`src/rtl/shared_gf2_inv_mul_stage_pkg.sv`:
```
// Shared definitions for the masked GF(2^2) inversion/multiplication stage
// of the DOM AES S-box: field width, randomness bookkeeping and the
// normal-basis GF(2^2) helpers (inverse and multiply).
package shared_gf2_inv_mul_stage_pkg;

    localparam int GF2_W = 2;

    // Number of fresh random GF(2^2) values one DOM multiplier consumes.
    function automatic int rand_pairs(input int shares);
        return shares * (shares - 1) / 2;
    endfunction

    // Cross-domain term (k,l) and (l,k) share the same random value.
    function automatic int rand_idx(input int k, input int l);
        if (l > k) begin
            return k + l * (l - 1) / 2;
        end
        return l + k * (k - 1) / 2;
    endfunction

    // In the normal basis the GF(2^2) inverse equals squaring: a bit swap.
    // It is linear, so it can be applied to each share on its own.
    function automatic logic [GF2_W-1:0] gf2_inv(input logic [GF2_W-1:0] a);
        return {a[0], a[1]};
    endfunction

    // GF(2^2) multiplication in the normal basis {W^2, W}; one = 2'b11.
    function automatic logic [GF2_W-1:0] gf2_mul(input logic [GF2_W-1:0] a,
                                                 input logic [GF2_W-1:0] b);
        logic ab;
        ab = (a[1] ^ a[0]) & (b[1] ^ b[0]);
        return {(a[1] & b[1]) ^ ab, (a[0] & b[0]) ^ ab};
    endfunction

endpackage

```
`src/rtl/shared_gf2_inv_mul_stage_dom_mul.sv`:
```
// SHARES-generic DOM-indep GF(2^2) multiplier. Every share product is
// registered (cross-domain products blinded with fresh randomness first);
// the output shares are the XOR of registered terms only.
module shared_gf2_dom_mul
    import shared_gf2_inv_mul_stage_pkg::*;
#(
    parameter int SHARES = 2
) (
    input  logic                                  ClkxCI,
    input  logic                                  RstxBI,
    input  logic [GF2_W*SHARES-1:0]               a_i,
    input  logic [GF2_W*SHARES-1:0]               b_i,
    input  logic [GF2_W*rand_pairs(SHARES)-1:0]   z_i,
    output logic [GF2_W*SHARES-1:0]               q_o
);

    localparam int NT = SHARES * SHARES;

    logic [NT-1:0][GF2_W-1:0] term_d;
    logic [NT-1:0][GF2_W-1:0] term_q;

    // Form all share products; blind every cross-domain product with Z.
    always_comb begin
        term_d = '0;
        for (int k = 0; k < SHARES; k++) begin
            for (int l = 0; l < SHARES; l++) begin
                term_d[k*SHARES+l] = gf2_mul(a_i[GF2_W*k +: GF2_W], b_i[GF2_W*l +: GF2_W]);
                if (k != l) begin
                    term_d[k*SHARES+l] = term_d[k*SHARES+l] ^ z_i[GF2_W*rand_idx(k, l) +: GF2_W];
                end
            end
        end
    end

    // Register every term so recombination never sees unblinded glitches.
    always_ff @(posedge ClkxCI or negedge RstxBI) begin
        if (!RstxBI) begin
            term_q <= '0;
        end else begin
            term_q <= term_d;
        end
    end

    // Output share k is the XOR of registered terms (k, 0..SHARES-1).
    always_comb begin
        q_o = '0;
        for (int k = 0; k < SHARES; k++) begin
            for (int l = 0; l < SHARES; l++) begin
                q_o[GF2_W*k +: GF2_W] = q_o[GF2_W*k +: GF2_W] ^ term_q[k*SHARES+l];
            end
        end
    end

endmodule

```
`src/rtl/shared_gf2_inv_mul_stage.sv`:
```
// Masked GF(2^2) stage of the DOM AES S-box GF(2^4) inversion: share-wise
// inverse of Q, then two DOM multiplications with the delayed X and Y shares.
// Latency 2 cycles from X/Y/valid, 1 cycle from Q/Z.
// Optional macro AES_DOM_OUTREG_EN adds one output register stage on the
// recombined shares and valid (latency 3 from X/Y, 2 from Q/Z).
module shared_gf2_inv_mul_stage
    import shared_gf2_inv_mul_stage_pkg::*;
#(
    parameter int PIPELINED = 1,
    parameter int SHARES    = 2
) (
    input  logic                              ClkxCI,
    input  logic                              RstxBI,
    input  logic                              ValidxSI,
    input  logic [GF2_W*SHARES-1:0]           _XxDI,
    input  logic [GF2_W*SHARES-1:0]           _YxDI,
    input  logic [GF2_W*SHARES-1:0]           _QxDI,
    input  logic [2*SHARES*(SHARES-1)-1:0]    _ZxDI,
    output logic [GF2_W*SHARES-1:0]           _HxDO,
    output logic [GF2_W*SHARES-1:0]           _LxDO,
    output logic                              ValidxSO
);

    localparam int ZW = GF2_W * rand_pairs(SHARES);

    // Only the registered-cross-term variant exists, with at least two shares.
    if (PIPELINED != 1 || SHARES < 2) begin : g_param_check
        $error("shared_gf2_inv_mul_stage: PIPELINED must be 1 and SHARES >= 2");
    end

    logic [GF2_W*SHARES-1:0] xd_q;
    logic [GF2_W*SHARES-1:0] yd_q;
    logic                    v1_q;
    logic                    v2_q;
    logic [GF2_W*SHARES-1:0] qinv;
    logic [GF2_W*SHARES-1:0] h_mul;
    logic [GF2_W*SHARES-1:0] l_mul;

    // Delay X, Y and valid by one cycle to line up with Q from upstream.
    // Data loads every cycle; valid only tags the pipeline slot.
    always_ff @(posedge ClkxCI or negedge RstxBI) begin
        if (!RstxBI) begin
            xd_q <= '0;
            yd_q <= '0;
            v1_q <= 1'b0;
            v2_q <= 1'b0;
        end else begin
            xd_q <= _XxDI;
            yd_q <= _YxDI;
            v1_q <= ValidxSI;
            v2_q <= v1_q;
        end
    end

    // Share-wise inverse of Q; linear, so no randomness is needed.
    always_comb begin
        qinv = '0;
        for (int i = 0; i < SHARES; i++) begin
            qinv[GF2_W*i +: GF2_W] = gf2_inv(_QxDI[GF2_W*i +: GF2_W]);
        end
    end

    shared_gf2_dom_mul #(
        .SHARES (SHARES)
    ) u_mul_h (
        .ClkxCI (ClkxCI),
        .RstxBI (RstxBI),
        .a_i    (qinv),
        .b_i    (yd_q),
        .z_i    (_ZxDI[ZW-1:0]),
        .q_o    (h_mul)
    );

    shared_gf2_dom_mul #(
        .SHARES (SHARES)
    ) u_mul_l (
        .ClkxCI (ClkxCI),
        .RstxBI (RstxBI),
        .a_i    (qinv),
        .b_i    (xd_q),
        .z_i    (_ZxDI[2*ZW-1:ZW]),
        .q_o    (l_mul)
    );

`ifdef AES_DOM_OUTREG_EN
    logic [GF2_W*SHARES-1:0] h_q;
    logic [GF2_W*SHARES-1:0] l_q;
    logic                    v3_q;

    // Register the recombined shares so their XOR glitches stop here.
    always_ff @(posedge ClkxCI or negedge RstxBI) begin
        if (!RstxBI) begin
            h_q  <= '0;
            l_q  <= '0;
            v3_q <= 1'b0;
        end else begin
            h_q  <= h_mul;
            l_q  <= l_mul;
            v3_q <= v2_q;
        end
    end

    assign _HxDO    = h_q;
    assign _LxDO    = l_q;
    assign ValidxSO = v3_q;
`else
    assign _HxDO    = h_mul;
    assign _LxDO    = l_mul;
    assign ValidxSO = v2_q;
`endif

endmodule

```
`config.mk`:
```
export PLATFORM = sky130hd
export DESIGN_NAME = shared_gf2_inv_mul_stage
export DESIGN_NICKNAME = d
export VERILOG_FILES = /design/src/rtl/shared_gf2_inv_mul_stage_pkg.sv /design/src/rtl/shared_gf2_inv_mul_stage_dom_mul.sv /design/src/rtl/shared_gf2_inv_mul_stage.sv
export SDC_FILE = /design/constraint.sdc
export NUM_CORES = 1
export LEC_CHECK = 0
export ABC_AREA = 1
export CAP_MARGIN = 10
export CELL_PAD_IN_SITES_DETAIL_PLACEMENT = 1
export CELL_PAD_IN_SITES_GLOBAL_PLACEMENT = 1
export CORE_ASPECT_RATIO = 2
export CORE_UTILIZATION = 36
export CTS_CLUSTER_SIZE = 12
export DETAILED_ROUTE_END_ITERATION = 7
export GPL_ROUTABILITY_DRIVEN = 0
export PLACE_DENSITY_LB_ADDON = 0.1
export SETUP_SLACK_MARGIN = 0.4
export SLEW_MARGIN = 10
export SYNTH_ARGS = -nofsm -noshare
export SYNTH_HDL_FRONTEND = slang
export SYNTH_SLANG_ARGS = --single-unit
```
`constraint.sdc`:
```
create_clock -name ClkxCI -period 1.2 [get_ports ClkxCI]
set_input_delay 0.24 -clock ClkxCI [delete_from_list [all_inputs] [get_ports ClkxCI]]
set_output_delay 0.24 -clock ClkxCI [all_outputs]
set_load 0.01 [all_outputs]
```
* After elaboration in Yosys (flattened, before gate mapping) *
Cells that the tools add are included.

operators by class
  bitwise logic cells = 54

operators by type and width
  cell       number
  AND 1 bit  24
  XOR 1 bit  22
  XOR 2 bit  8

storage, ports and cells
  output and inout bits = 9
  register bits = 26
  input bits = 19
  logic and storage cells = 66

* Logic depth before layout (Yosys ltp) *
  depth after elaboration = 4
  mapped depth = 8
  mapped depth without buffers = 8

* Modules after synthesis *
A second synthesis with hierarchy kept.

second synthesis, totals
  cells, all modules = 142
  area total of the unflattened synthesis = 1261.2 um^2

modules (own cells, without submodules)
  module                    sequential area each (um^2)  cells each  area an instance (um^2)  times used
  shared_gf2_dom_mul        200.2                        66          505.5                    2
  shared_gf2_inv_mul_stage  250.2                        10          250.2                    1

* Worst setup path after synthesis *
No wires, ideal clock.

  path kind = register to register
  start point = register yd_q[0]
  end point = register u_mul_h.term_q[0] (netlist name)
  period minus slack after synthesis = 966 ps
  slack = 234 ps
  required time = 1075 ps
  stages on the path, launching flop included = 4
  data arrival time = 841 ps
  setup time = 125 ps
  path buffers = 0
  cell sequence = dfrtp_1 > xor2_1 > nand2_1 > xor2_1

RTL lines
  item                      line                                    source
  start: declaration        shared_gf2_inv_mul_stage.sv:32          logic [GF2_W*SHARES-1:0] yd_q;
  start signal: assignment  shared_gf2_inv_mul_stage.sv:49          yd_q <= _YxDI;
  end signal: assignment    shared_gf2_inv_mul_stage_dom_mul.sv:40  term_q <= term_d;
  end: declaration          shared_gf2_inv_mul_stage_dom_mul.sv:20  logic [NT-1:0][GF2_W-1:0] term_q;

* Worst setup path after layout *
  start point = register u_mul_h.term_q[3] (netlist name)
  end point = output _HxDO[1]

on the way
  longest elaborated chain between the ends = 1

RTL lines
  item              line                                    source
  XOR 2 bit         shared_gf2_inv_mul_stage_dom_mul.sv:49  q_o[GF2_W*k +: GF2_W] = q_o[GF2_W*k +: GF2_W] ^ term_q[k*SHARES+l];
  end: declaration  shared_gf2_inv_mul_stage.sv:19          output logic [GF2_W*SHARES-1:0] _HxDO,

Every way passes these cells.

==> flow_summary.yaml <==
placed_design:
  dpl_worst_slack_ns: -0.3759
  place_inst: 204
  io_buffers: 27
  dp_hpwl_um: 2355
grt:
  grt_max_degree: 27
  grt_pass1_vias: 1163
  grt.overflow.total: 0
  antenna_found_initial: 0
  grt.total_usage: 0.2015
  grt_pass1_wl_um: 5250
clocking:
  cts.clk_slew.worst_paths_ns: 0.09
  insertion_delay_ns: 0.27
  hold_buffers: 0
  cts_max_level: 1
  clockBufferDepth: 2
  cts_tree: "done"
  cts_buffers: 3
  cts_root_buffer: "clkbuf_8"
  clkSinkCount: 26
job:
  max_cap_violations: 0
logic_synthesis:
  netlist_instances: 135
  syn_area_mm2: 0.001210
  syn_nets: 154
  synth_cell_types: 9
  yosysTopAreaCell: "dfrtp_1"
  synth_top_area_share: 0.5377
  ys_ff_latch: 26
  yosys_warnings: 0
  avgSynthCellArea_um2: 8.962
  synthTopCellsByArea: "dfrtp_1 (54%), xor2_1 (18%), nand2_1 (17%)"
  seq_area_frac_synth: 0.5377
worst_setup_path:
  path_delay_family: "flip-flops"
  criticalPathCategory: "reg2out"
  worstPathMaxFanout: 1
  max_stage_delay_ns: 0.41
  worstPathCellList: "xor2_2, buf_2"
  critPathRequiredTime_ns: 0.96
  rrSetupSlack_ns: 0.06
  arrival_ns: 0.98
  end_kind: "primary output"
  crit_slowest_cell: "dfrtp_1"
  cp_num_buf_inv: 1
  startpoint_type: "register"
timing:
  finalHoldViolations: 0
  tns_ns: -0.1197
  rsz0062_at_grt: "yes"
  setup_viol: 8
  fin_skew_ns: 0.004416
  min_period_over_period: 1.021
  tightest_slew_ns: 0.3028
  fmax_ghz: 0.8164
  drv_slew: 0
  timing.final.ws_setup_ns: -0.02488
  max_slew_margin: 0.7980
  period_needed_ns: 1.225
finish:
  num-fill-cells: 366
  antenna-diode-count: 0
  area_growth_pct: 48.91
  nets: 202
  layout.cells.non_filler: 213
  drive_gt1_frac: 0.3736
  mostFrequentLayoutCell: "nand2_1"
  mostFrequentLayoutCells: "nand2_1 (40), dfrtp_1 (23), inv_1 (17)"
  finish.utilization: 0.5643
die:
  start_util: 0.3789
  ioPinCount: 28
  chipWidth_um: 43.00
  num_rows: 29
  fp.dieH_um: 83.99
  coreArea_mm2: 0.003193
  die-area_mm2: 0.003611
pwr:
  ir_worst_vdd_mv: 0.9637
  total_power_mw: 2.190
  p_leak_nw: 0.9246
  cellPowerDensity_mw_per_mm2: 1216
detailed_routing:
  first_iter_violations: 14
  viasPerCell: 4.700
  met1_length_um: 994
  met3_length_um: 72
  firstDrtPassIters: 3
  routed.top_layer: "met4"
  drc: 0
  wire_per_inst_um: 15.13
  wl_met2_um: 2076
  vias: 1001
  antenna_left: 0
  finalWirelength_um: 3223
min_path:
  hold_class: "in2async"
status:
  outcome: "finished, violations left"
  violations: "setup timing"
## worst register-to-register path: stages (launching register included)
cell and delay (ns):
dfrtp_1 0.42, xor2_1 0.23, nand2_1 0.15, buf_4 0.16, nand2_2 0.05, nand2_1 0.04, inv_1 0.04
## metrics by stage
| step | hold slack, ns | instance area [um2] |
|---|---|---|
| 6_report | 0.3233 | 1802 |
| 5_1_grt | 0.3250 | 1802 |
| 4_1_cts | 0.3267 | 1735 |
| 3_5_place_dp | 0.3570 | 1677 |
| 3_3_place_gp | 0.3352 | 1677 |
| 2_1_floorplan | -0.05559 | 1272 |
## state kept, by name (all words and copies together), names as in the netlist
signal / flops
u_mul_h.term_q: 8
yd_q: 4
u_mul_l.term_q: 8
xd_q: 4
ValidxSO: 1
v1_q: 1
## routing by layer
layer	up-vias	track usage
li1	470	-
met1	501	0.1994
met2	23	0.3884
met3	7	0.01948
met4	0	0.09642
met5	-	0
## logic make-up (layout without fill, tap and decap cells)
family                 count (synthesis)  after routing  share of synthesized area
AND/OR/NAND/NOR                       60             60                     0.1965
XOR/XNOR                              26             26                     0.1944
flip-flops                            26             26                     0.5377
buffers and inverters                 23             70                    0.07135
## report_power, final
group	internal (mW)	switching, mW
clock network	0.293	0.272
logic	0.277	0.295
registers	0.970	0.0834
total	1.54	0.650
## layout make-up
class / count / area (um2) / share of cell area
sequential: 26 / 654.4 / 0.3632
tap: 31 / 38.79 / 0.02153
inverter: 23 / 88.84 / 0.04931
multi-input combinational: 86 / 610.6 / 0.3389
timing repair buffer: 43 / 354.1 / 0.1965
clock buffer: 4 / 55.05 / 0.03056
## final timing paths
path	startpoint	endpoint	cells after the start
setup / recovery	u_mul_h.term_q[3]	_HxDO[1]	2
min in group ClkxCI	v1_q	ValidxSO	0
max in group asynchronous	RstxBI	yd_q[1]	2
setup reg to reg	yd_q[3]	u_mul_h.term_q[3]	6
hold reg to reg	v1_q	ValidxSO	0
hold / removal	RstxBI	u_mul_l.term_q[6]	2
## cell usage after synthesis (all sizes together)
library cell,number
clkinv,1
dfrtp,26
inv,22
nand2,56
nand3,2
nand4,2
xor2,26
## what timing repair did
item,in CTS,in global routing
setup buffers,3,2
pin swaps,8,6
gates resized for setup,54,15
gates cloned,0,0
endpoints found under the setup margin,25,25
endpoints found under the hold margin,0,0
(Power assumes the default switching activity.)
